===== config.mk =====
export PLATFORM = sky130hd
export DESIGN_NAME = itype_issue_wb
export DESIGN_NICKNAME = d
export VERILOG_FILES = /design/src/rtl/riscv_pkg.sv /design/src/rtl/rv_regfile.sv /design/src/rtl/itype_issue_wb.sv
export SDC_FILE = /design/constraint.sdc
export NUM_CORES = 2
export LEC_CHECK = 0
export BUFFER_PORTS_ARGS = -buffer_cell sky130_fd_sc_hd__buf_4
export CORE_MARGIN = 5
export CORE_UTILIZATION = 30
export CTS_CLUSTER_DIAMETER = 60
export DETAILED_ROUTE_END_ITERATION = 16
export GPL_TIMING_DRIVEN = 1
export PLACE_DENSITY_LB_ADDON = 0.15
export SLEW_MARGIN = 20
export SYNTH_ARGS = -nofsm -noshare
export SYNTH_HDL_FRONTEND = slang
export SYNTH_SLANG_ARGS = --single-unit

===== constraint.sdc =====
create_clock -name clk -period 6.1 [get_ports clk]
set_input_delay 0.61 -clock clk [delete_from_list [all_inputs] [get_ports clk]]
set_output_delay 0.61 -clock clk [all_outputs]
set_load 0.02 [all_outputs]

===== src/rtl/riscv_pkg.sv =====
// riscv_pkg: OP-IMM encodings, issue FSM states and immediate helper
package riscv_pkg;
  localparam logic [6:0] OPC_OP_IMM  = 7'b0010011;
  localparam logic [2:0] F3_ADDI     = 3'b000;
  localparam logic [2:0] F3_SLLI     = 3'b001;
  localparam logic [2:0] F3_SLTI     = 3'b010;
  localparam logic [2:0] F3_SLTIU    = 3'b011;
  localparam logic [2:0] F3_XORI     = 3'b100;
  localparam logic [2:0] F3_SRXI     = 3'b101;
  localparam logic [2:0] F3_ORI      = 3'b110;
  localparam logic [2:0] F3_ANDI     = 3'b111;
  localparam logic [6:0] FUNCT7_ZERO = 7'b0000000;
  localparam logic [6:0] FUNCT7_SRA  = 7'b0100000;
  typedef enum logic [1:0] {IDLE, EXEC, WB} issue_state_t;
  function automatic logic [31:0] sext12(input logic [11:0] v);
    return {{20{v[11]}}, v};
  endfunction
endpackage


===== src/rtl/rv_regfile.sv =====
// rv_regfile: register file, one sync write port, two comb read ports, x0 reads zero
module rv_regfile #(
  parameter int XLEN  = 32,
  parameter int NREGS = 32,
  parameter int AW    = $clog2(NREGS)
) (
  input  logic            clk,
  input  logic            rst_n,
  input  logic            we_i,
  input  logic [AW-1:0]   waddr_i,
  input  logic [XLEN-1:0] wdata_i,
  input  logic [AW-1:0]   raddr_a_i,
  output logic [XLEN-1:0] rdata_a_o,
  input  logic [AW-1:0]   raddr_b_i,
  output logic [XLEN-1:0] rdata_b_o
);
  logic [XLEN-1:0] regs_q [NREGS];
  always_ff @(posedge clk) begin
    if (!rst_n) begin
      for (int i = 0; i < NREGS; i++) regs_q[i] <= '0;
    end else if (we_i && waddr_i != '0) begin
      regs_q[waddr_i] <= wdata_i;
    end
  end
  always_comb begin
    rdata_a_o = raddr_a_i == '0 ? '0 : regs_q[raddr_a_i];
    rdata_b_o = raddr_b_i == '0 ? '0 : regs_q[raddr_b_i];
  end
endmodule


===== src/rtl/itype_issue_wb.sv =====
// itype_issue_wb: OP-IMM issue/writeback, one instruction in flight (IDLE -> EXEC -> WB)
module itype_issue_wb
  import riscv_pkg::*;
#(
  parameter int XLEN  = 32,
  parameter int NREGS = 32
) (
  input  logic            clk,
  input  logic            rst_n,
  input  logic            instr_valid,
  output logic            instr_ready,
  input  logic [31:0]     instr,
  output logic [31:0]     idata,
  output logic [XLEN-1:0] rv1,
  output logic [XLEN-1:0] imm,
  input  logic [XLEN-1:0] regdata_I,
  output logic            retire,
  output logic [4:0]      retire_rd,
  output logic [XLEN-1:0] retire_data,
  output logic            illegal,
  input  logic [4:0]      dbg_raddr,
  output logic [XLEN-1:0] dbg_rdata
);
  issue_state_t    state_q, state_d;
  logic [31:0]     idata_q;
  logic [XLEN-1:0] rv1_q, imm_q, result_q, retire_data_q, rs1_data;
  logic [4:0]      retire_rd_q;
  logic            retire_q, illegal_q, fire, legal;
  logic [6:0]      f7;
  logic [2:0]      f3;

  rv_regfile #(.XLEN(XLEN), .NREGS(NREGS)) u_rf (
    .clk       (clk),
    .rst_n     (rst_n),
    .we_i      (state_q == WB),
    .waddr_i   (idata_q[11:7]),
    .wdata_i   (result_q),
    .raddr_a_i (instr[19:15]),
    .rdata_a_o (rs1_data),
    .raddr_b_i (dbg_raddr),
    .rdata_b_o (dbg_rdata)
  );

  always_comb begin
    f7 = instr[31:25];
    f3 = instr[14:12];
    instr_ready = state_q == IDLE;
    fire = instr_valid && instr_ready;
    legal = instr[6:0] == OPC_OP_IMM &&
            (f3 == F3_SLLI ? f7 == FUNCT7_ZERO :
             f3 == F3_SRXI ? (f7 == FUNCT7_ZERO || f7 == FUNCT7_SRA) : 1'b1);
    state_d = state_q == IDLE ? (fire && legal ? EXEC : IDLE) :
              state_q == EXEC ? WB : IDLE;
  end

  // rs1 is read at accept: any earlier WB write has already landed by then
  always_ff @(posedge clk) begin
    if (!rst_n) begin
      state_q       <= IDLE;
      idata_q       <= '0;
      rv1_q         <= '0;
      imm_q         <= '0;
      result_q      <= '0;
      retire_q      <= 1'b0;
      retire_rd_q   <= '0;
      retire_data_q <= '0;
      illegal_q     <= 1'b0;
    end else begin
      state_q   <= state_d;
      illegal_q <= fire && !legal;
      retire_q  <= state_q == WB;
      if (fire && legal) begin
        idata_q <= instr;
        rv1_q   <= rs1_data;
        imm_q   <= sext12(instr[31:20]);
      end
      if (state_q == EXEC) result_q <= regdata_I;
      if (state_q == WB) begin
        retire_rd_q   <= idata_q[11:7];
        retire_data_q <= result_q;
      end
    end
  end

  always_comb begin
    idata       = idata_q;
    rv1         = rv1_q;
    imm         = imm_q;
    retire      = retire_q;
    retire_rd   = retire_rd_q;
    retire_data = retire_data_q;
    illegal     = illegal_q;
  end
endmodule


### After elaboration in Yosys (flattened, before gate mapping)

Memories as Yosys holds them, arrays and structs flattened.
Cells that the tools add are included.

* eq/ne operators: 6
* reduce and logical (&&, ||, !) cells: 13
* multiplexer cells: 14

Operators with widths (number)
* $mux W32: 3
* $reduce_or A32 Y1: 1
* $logic_not A5 Y1: 2
* $mux W1: 8
* $eq A7 B5 Y1 const B: 1
* $eq A7 B6 Y1 const B: 1
* $logic_not A7 Y1: 1
* $logic_and A1 B1 Y1: 5
* $mux W5: 1
* $reduce_bool A5 Y1: 1
* $mux W2: 2
* $eq A3 B1 Y1 const B: 1
* $eq A3 B3 Y1 const B: 1
* $eq A2 B1 Y1 const B: 1
* $eq A2 B2 Y1 const B: 1
* $logic_not A2 Y1: 1
* $logic_not A1 Y1: 1
* $logic_or A1 B1 Y1: 1

* bits of input ports: 72
* output and inout port bits: 168
* word-level logic and storage cells: 43
* RAM bits: 1024
* memories: 1
* bits in registers: 149

Memory list
* u_rf.regs_q: words 32, width 32, rd ports 2, clocked after Yosys merged registers in 0, wr ports 32, RTL line rv_regfile.sv:17 `logic [XLEN-1:0] regs_q [NREGS];`

### Depth between registers and ports, before layout

* depth after elaboration: 8
* mapped depth: 9
* depth with buffers taken out: 4

### Hierarchy

Synthesis repeated with hierarchy kept, for this count alone.

* cells, all modules: 4149
* area, all modules: 59432.0 um^2

By module, submodules not included
* rv_regfile: sequential area each 30749.5 um^2, cells an instance 3509, instances 1, area an instance 54204.5 um^2
* itype_issue_wb: sequential area each 2742.6 um^2, cells an instance 640, instances 1, area an instance 5227.5 um^2

### Least setup slack after synthesis

No wires, ideal clock.

* path kind: input-to-reg
* start: input rst_n
* end: memory u_rf.regs_q[30][0], enable pin
* library setup time: 0.466 ns
* arrival: 3.739 ns
* required time: 5.634 ns
* buffers on the path: 2
* slack: 1.895 ns
* cell stages on the path: 5
* cell sequence: nand3b_1 or3b_1 clkbuf_1 clkbuf_1 o21ai_0

RTL lines
* start, declared: RTL line itype_issue_wb.sv:9 `input logic rst_n,`
* end, declared: RTL line rv_regfile.sv:17

### Worst setup path after layout

* start: input dbg_raddr[0]
* end: output dbg_rdata[25]

* longest elaborated chain between the ends: 2
* elaborated cells between the ends (all ways): 3
* classes of those cells: 1 x mux; 1 x reduce/logical; 1 x memory

Ends and longest elaborated chain
* start, declared: RTL line itype_issue_wb.sv:21 `input logic [4:0] dbg_raddr,`
* $mem_v2 Z32 W32 / $logic_not A5 Y1 (equally long branches)
* $mux W32 (*): RTL line rv_regfile.sv:27 `rdata_b_o = raddr_b_i == '0 ? '0 : regs_q[raddr_b_i];`
* end, declared: RTL line itype_issue_wb.sv:22 `output logic [XLEN-1:0] dbg_rdata`

Mark *: on every way between the ends. The rest lies on a longest branch, timed or not.

==> metrics.md <==
| Metric | Value |
|---|---|
| Worst-path fanout max | 53 |
| Ports | 240 |
| Slowest cell on crit path | mux4_2 |
| R2r startpoint | state_q[1] |
| Core area | between 0.15 and 0.2 mm2 |
| Setup CP Type | input port to output port |
| Post-Syn Area | 0.0596 mm2 |
| Die span in y | 456 um |
| Largest net degree at the start of global routing | 100 |
| Comb power frac | 9.3% |
| Yosys warns | 0 |
| 1st-iter DRT viols | between 3,000 and 4,000 |
| Post-Synth XOR/XNOR Area | 0% |
| Post-route ant nets | 0 |
| Slew Limit Headroom | around 6.1% |
| Initial antenna violation count | 27 |
| Routed len/inst | 33.7 um |
| Total CTS buffers | about 140 |
| VDD IR max | 0.294 mV |
| Min-delay src | regdata_I[31] |
| Vias | 37,600 |
| Post-synthesis compound-gate area fraction | between 4 and 5% |
| IO buf count | 239 |
| Pwr Density | 281 mW/mm2 |
| FF-to-FF setup slack | 2.57 ns |
| Hold Fails Final Rpt | 0 |
| Crit-path most repeated cell | mux4_2 |
| Detailed placer's ending HPWL | ~140,000 um |
| Syn avg cell area | 14.8 um2 |
| Worst-margin pin slew | roughly 1.4 ns |
| Synth Area in Simple Gates | 12.9% |
| Die W | 456 um |
| Clk root buf | clkbuf_16 |
| Cell variety after synth | 43 |
| Synth Area in Adders | 0% |
| Setup TNS Final | 0 ns |
| GRT Total Usage | 21.8% |
| Final worst setup slack | 2.15 ns |
| Worst EP required | 5.49 ns |
| Largest family of logic cells by synthesized area | multiplexers |
| Reg2reg end | u_rf.regs_q[23][9] |
| Sw power | 4.83 mW |
| Worst Setup End Kind | output port |
| Max-cap violations | 0 |
| Clock insertion delay at the later pin of the skew report | 0.80 ns |
| Sequential fraction of design power | 46.0% |
| Vias in the first global route | roughly 38,000 |
| Hold endpoint | result_q[31] |
| Clock sink count | 1,161 |
| CP max stage delay | 0.59 ns |
| Global-route wire length before repair | 321,000 um |
| # rows | 163 |
| Leak | approximately 24 nW |
| Switching Share | 24.7% |
| Clock share of power | 44.7% |
| P_int | 14.7 mW |
| Final Setup Violations | 0 |
| Syn-to-layout area delta | 16.9% |
| Tcrit/Tclk final | 64.8% |
| H-tree lvl count | 4 |
| Max Freq | 253 MHz |
| Cts repair resizes | 0 |
| Clock tree buffer depth | 3 |
| Pwr Total | between 15 and 20 mW |
| Yosys reg bits | 1,161 |
| Worst clock skew | approximately 0.028 ns |
| Worst min-delay path category | input port to register |
| Final min period | 3.95 ns |
| TritonCTS clock tree | yes |
| Full die area | 0.208 mm2 |
| Net count, final | ~4,200 |
| Initial core utilization | 30.2% |
| Critical path cell sequence | buf_8 -> buf_12 -> mux4_2 -> mux4_2 -> a22o_1 -> buf_4 |
| GRT Residual Overflow | 0 |
| Register area share after synthesis | 56.2% |
| Gate Count Post-Synth | 4,025 |
| Placed insts | ~6,600 |
| Cell count of the worst reg-to-reg path | 6 |
| CP Launch Type | input port |
| Placement Setup Slack | 2.09 ns |
| Layout cells sized above 1 | 30.1% |
| Drt drc | 0 |
| Fillcell total | 18,800 |
| Worst Hold Path Cells | 3 |
| Mux cell area share after synthesis | a little under a quarter |
| GP Congestion | 0.784 |
| Number of vias per cell | ~5.5 |
| Fin util | 35.3% |
| Status | completed |
| RSZ-0062 raised after global routing | false |
| DRT Wirelength | 232,000 um |
| Layout Cells excl Fill | slightly below 7,000 |
| Drt first pass iters | 6 |
| Arrival @ worst endpoint | 3.34 ns |
| Slew Viols, Final | 0 |
| Reg clk slew, reported paths | 0.06 ns |
-- cell usage after synthesis (all sizes together) --
cell type     n  area share, %
a2111oi      31           0.46
a211oi       33           0.42
a21oi        94           0.79
a22o         32           0.47
a311o         1          0.017
a311oi        1          0.015
a31oi         1          0.011
and2       1025             11
and3         35           0.37
and4          2          0.029
buf         135            1.5
clkbuf      346            2.2
conb          1         0.0063
dfxtp       137            4.6
edfxtp     1024             52
inv           4          0.025
mux2         63            1.2
mux2i       126            2.1
mux4        513             19
nand2       143           0.90
nand2b        3          0.032
nand3         4          0.034
nand3b        6          0.076
nand4        26           0.27
nor2         38           0.24
nor2b         2          0.021
nor3          2          0.017
nor3b         1          0.013
nor4          3          0.032
o21a          3          0.038
o21ai        31           0.26
o221ai       32           0.47
o22ai        31           0.33
o311ai       32           0.47
o31ai        25           0.31
o41ai        32           0.47
or3           2          0.021
or3b          5          0.074
-- logic make-up (layout without fill, tap and decap cells) --
kind of cell,Yosys count,in the layout
other,1,38
AO/OA/AOI/OAI,379,379
buffers and inverters,485,673
AND/OR/NAND/NOR,1297,1297
multiplexers,702,702
flip-flops,1161,1161
-- critical path, delay by kind of cell --
| family | cells | cell delay (ns) |
|---|---|---|
| AOI/OAI and AO/OA | 1 | 0.33 |
| buffers and inverters | 3 | 1.07 |
| muxes | 2 | 1.17 |
-- layout make-up --
class	count	area (um2)	area share, %
inverter	4	20.0	0.0287
multi-input combinational	2410	24700	35.4
timing repair buffer	404	3370	4.84
antenna	6	15.0	0.0216
clock inverter	82	912	1.31
tap	2640	3300	4.74
clock buffer	183	3840	5.52
sequential	1161	33500	48.1
-- layer usage --
metal | vias up | GRT usage [%] | wire length, um
li1 | 15700 | - | -
met4 | 0 | 6.90 | 7360
met3 | 301 | 2.69 | 11600
met5 | - | 0 | 0
met1 | 20300 | 29.6 | 99000
met2 | 1322 | 36.6 | 114000
-- power by group through the flow --
stage,Clock [mW],Sequential (mW),Combinational [mW]
6_report,8.76,9.01,1.81
5_1_grt,9.26,9.04,1.87
4_1_cts,8.93,9.01,1.82
3_5_place_dp,0,9.18,1.81
3_3_place_gp,0,9.17,1.81
2_1_floorplan,0,9.13,1.07
-- flip-flops by register name, indices dropped and copies added (netlist names), 2 cells and up --
signal	flops
idata	32
result_q	32
retire_data	32
retire_rd	5
rv1	32
state_q	2
u_rf.regs_q	1024
-- worst max path at each step --
stage                       startpoint                 end  cells past startpoint
final                     dbg_raddr[0]       dbg_rdata[25]                      6
after global routing      dbg_raddr[0]       dbg_rdata[25]                      6
after CTS                 dbg_raddr[0]       dbg_rdata[25]                      6
after detailed placement  dbg_raddr[0]       dbg_rdata[25]                      6
after global placement    dbg_raddr[0]       dbg_rdata[25]                      6
after floorplan                  rst_n  u_rf.regs_q[30][0]                      5
-- through the flow --
step                cell area, um2  hold slack [ns]
detailed placement           64800            0.447
global placement             64800            0.442
global route                 69600           0.0260
finish                       69700           0.0584
CTS                          69600         0.000822
floorplan                    59700            0.475
-- cells in the final DEF (no fill, tap or decap), drive strengths merged, types with 15 or more instances in the layout --
master,Yosys,final
mux2i,126,126
a21oi,94,94
a211oi,33,33
o221ai,32,32
nand4,26,26
and3,35,35
clkbuf,346,183
bufinv,0,15
dfxtp,137,137
buf,135,399
o311ai,32,32
mux4,513,513
and2,1025,1025
mux2,63,63
a22o,32,32
edfxtp,1024,1024
a2111oi,31,31
o31ai,25,25
nand2,143,143
clkinv,0,50
nor2,38,38
o22ai,31,31
conb,1,32
o41ai,32,32
o21ai,31,31
inv,4,17
-- repair_timing --
action | 4_1_cts | 5_1_grt
buffers inserted | 0 | 0
hold buffers | 5 | 0
endpoints found under the hold margin | 5 | 0
(Power assumes the default switching activity.)
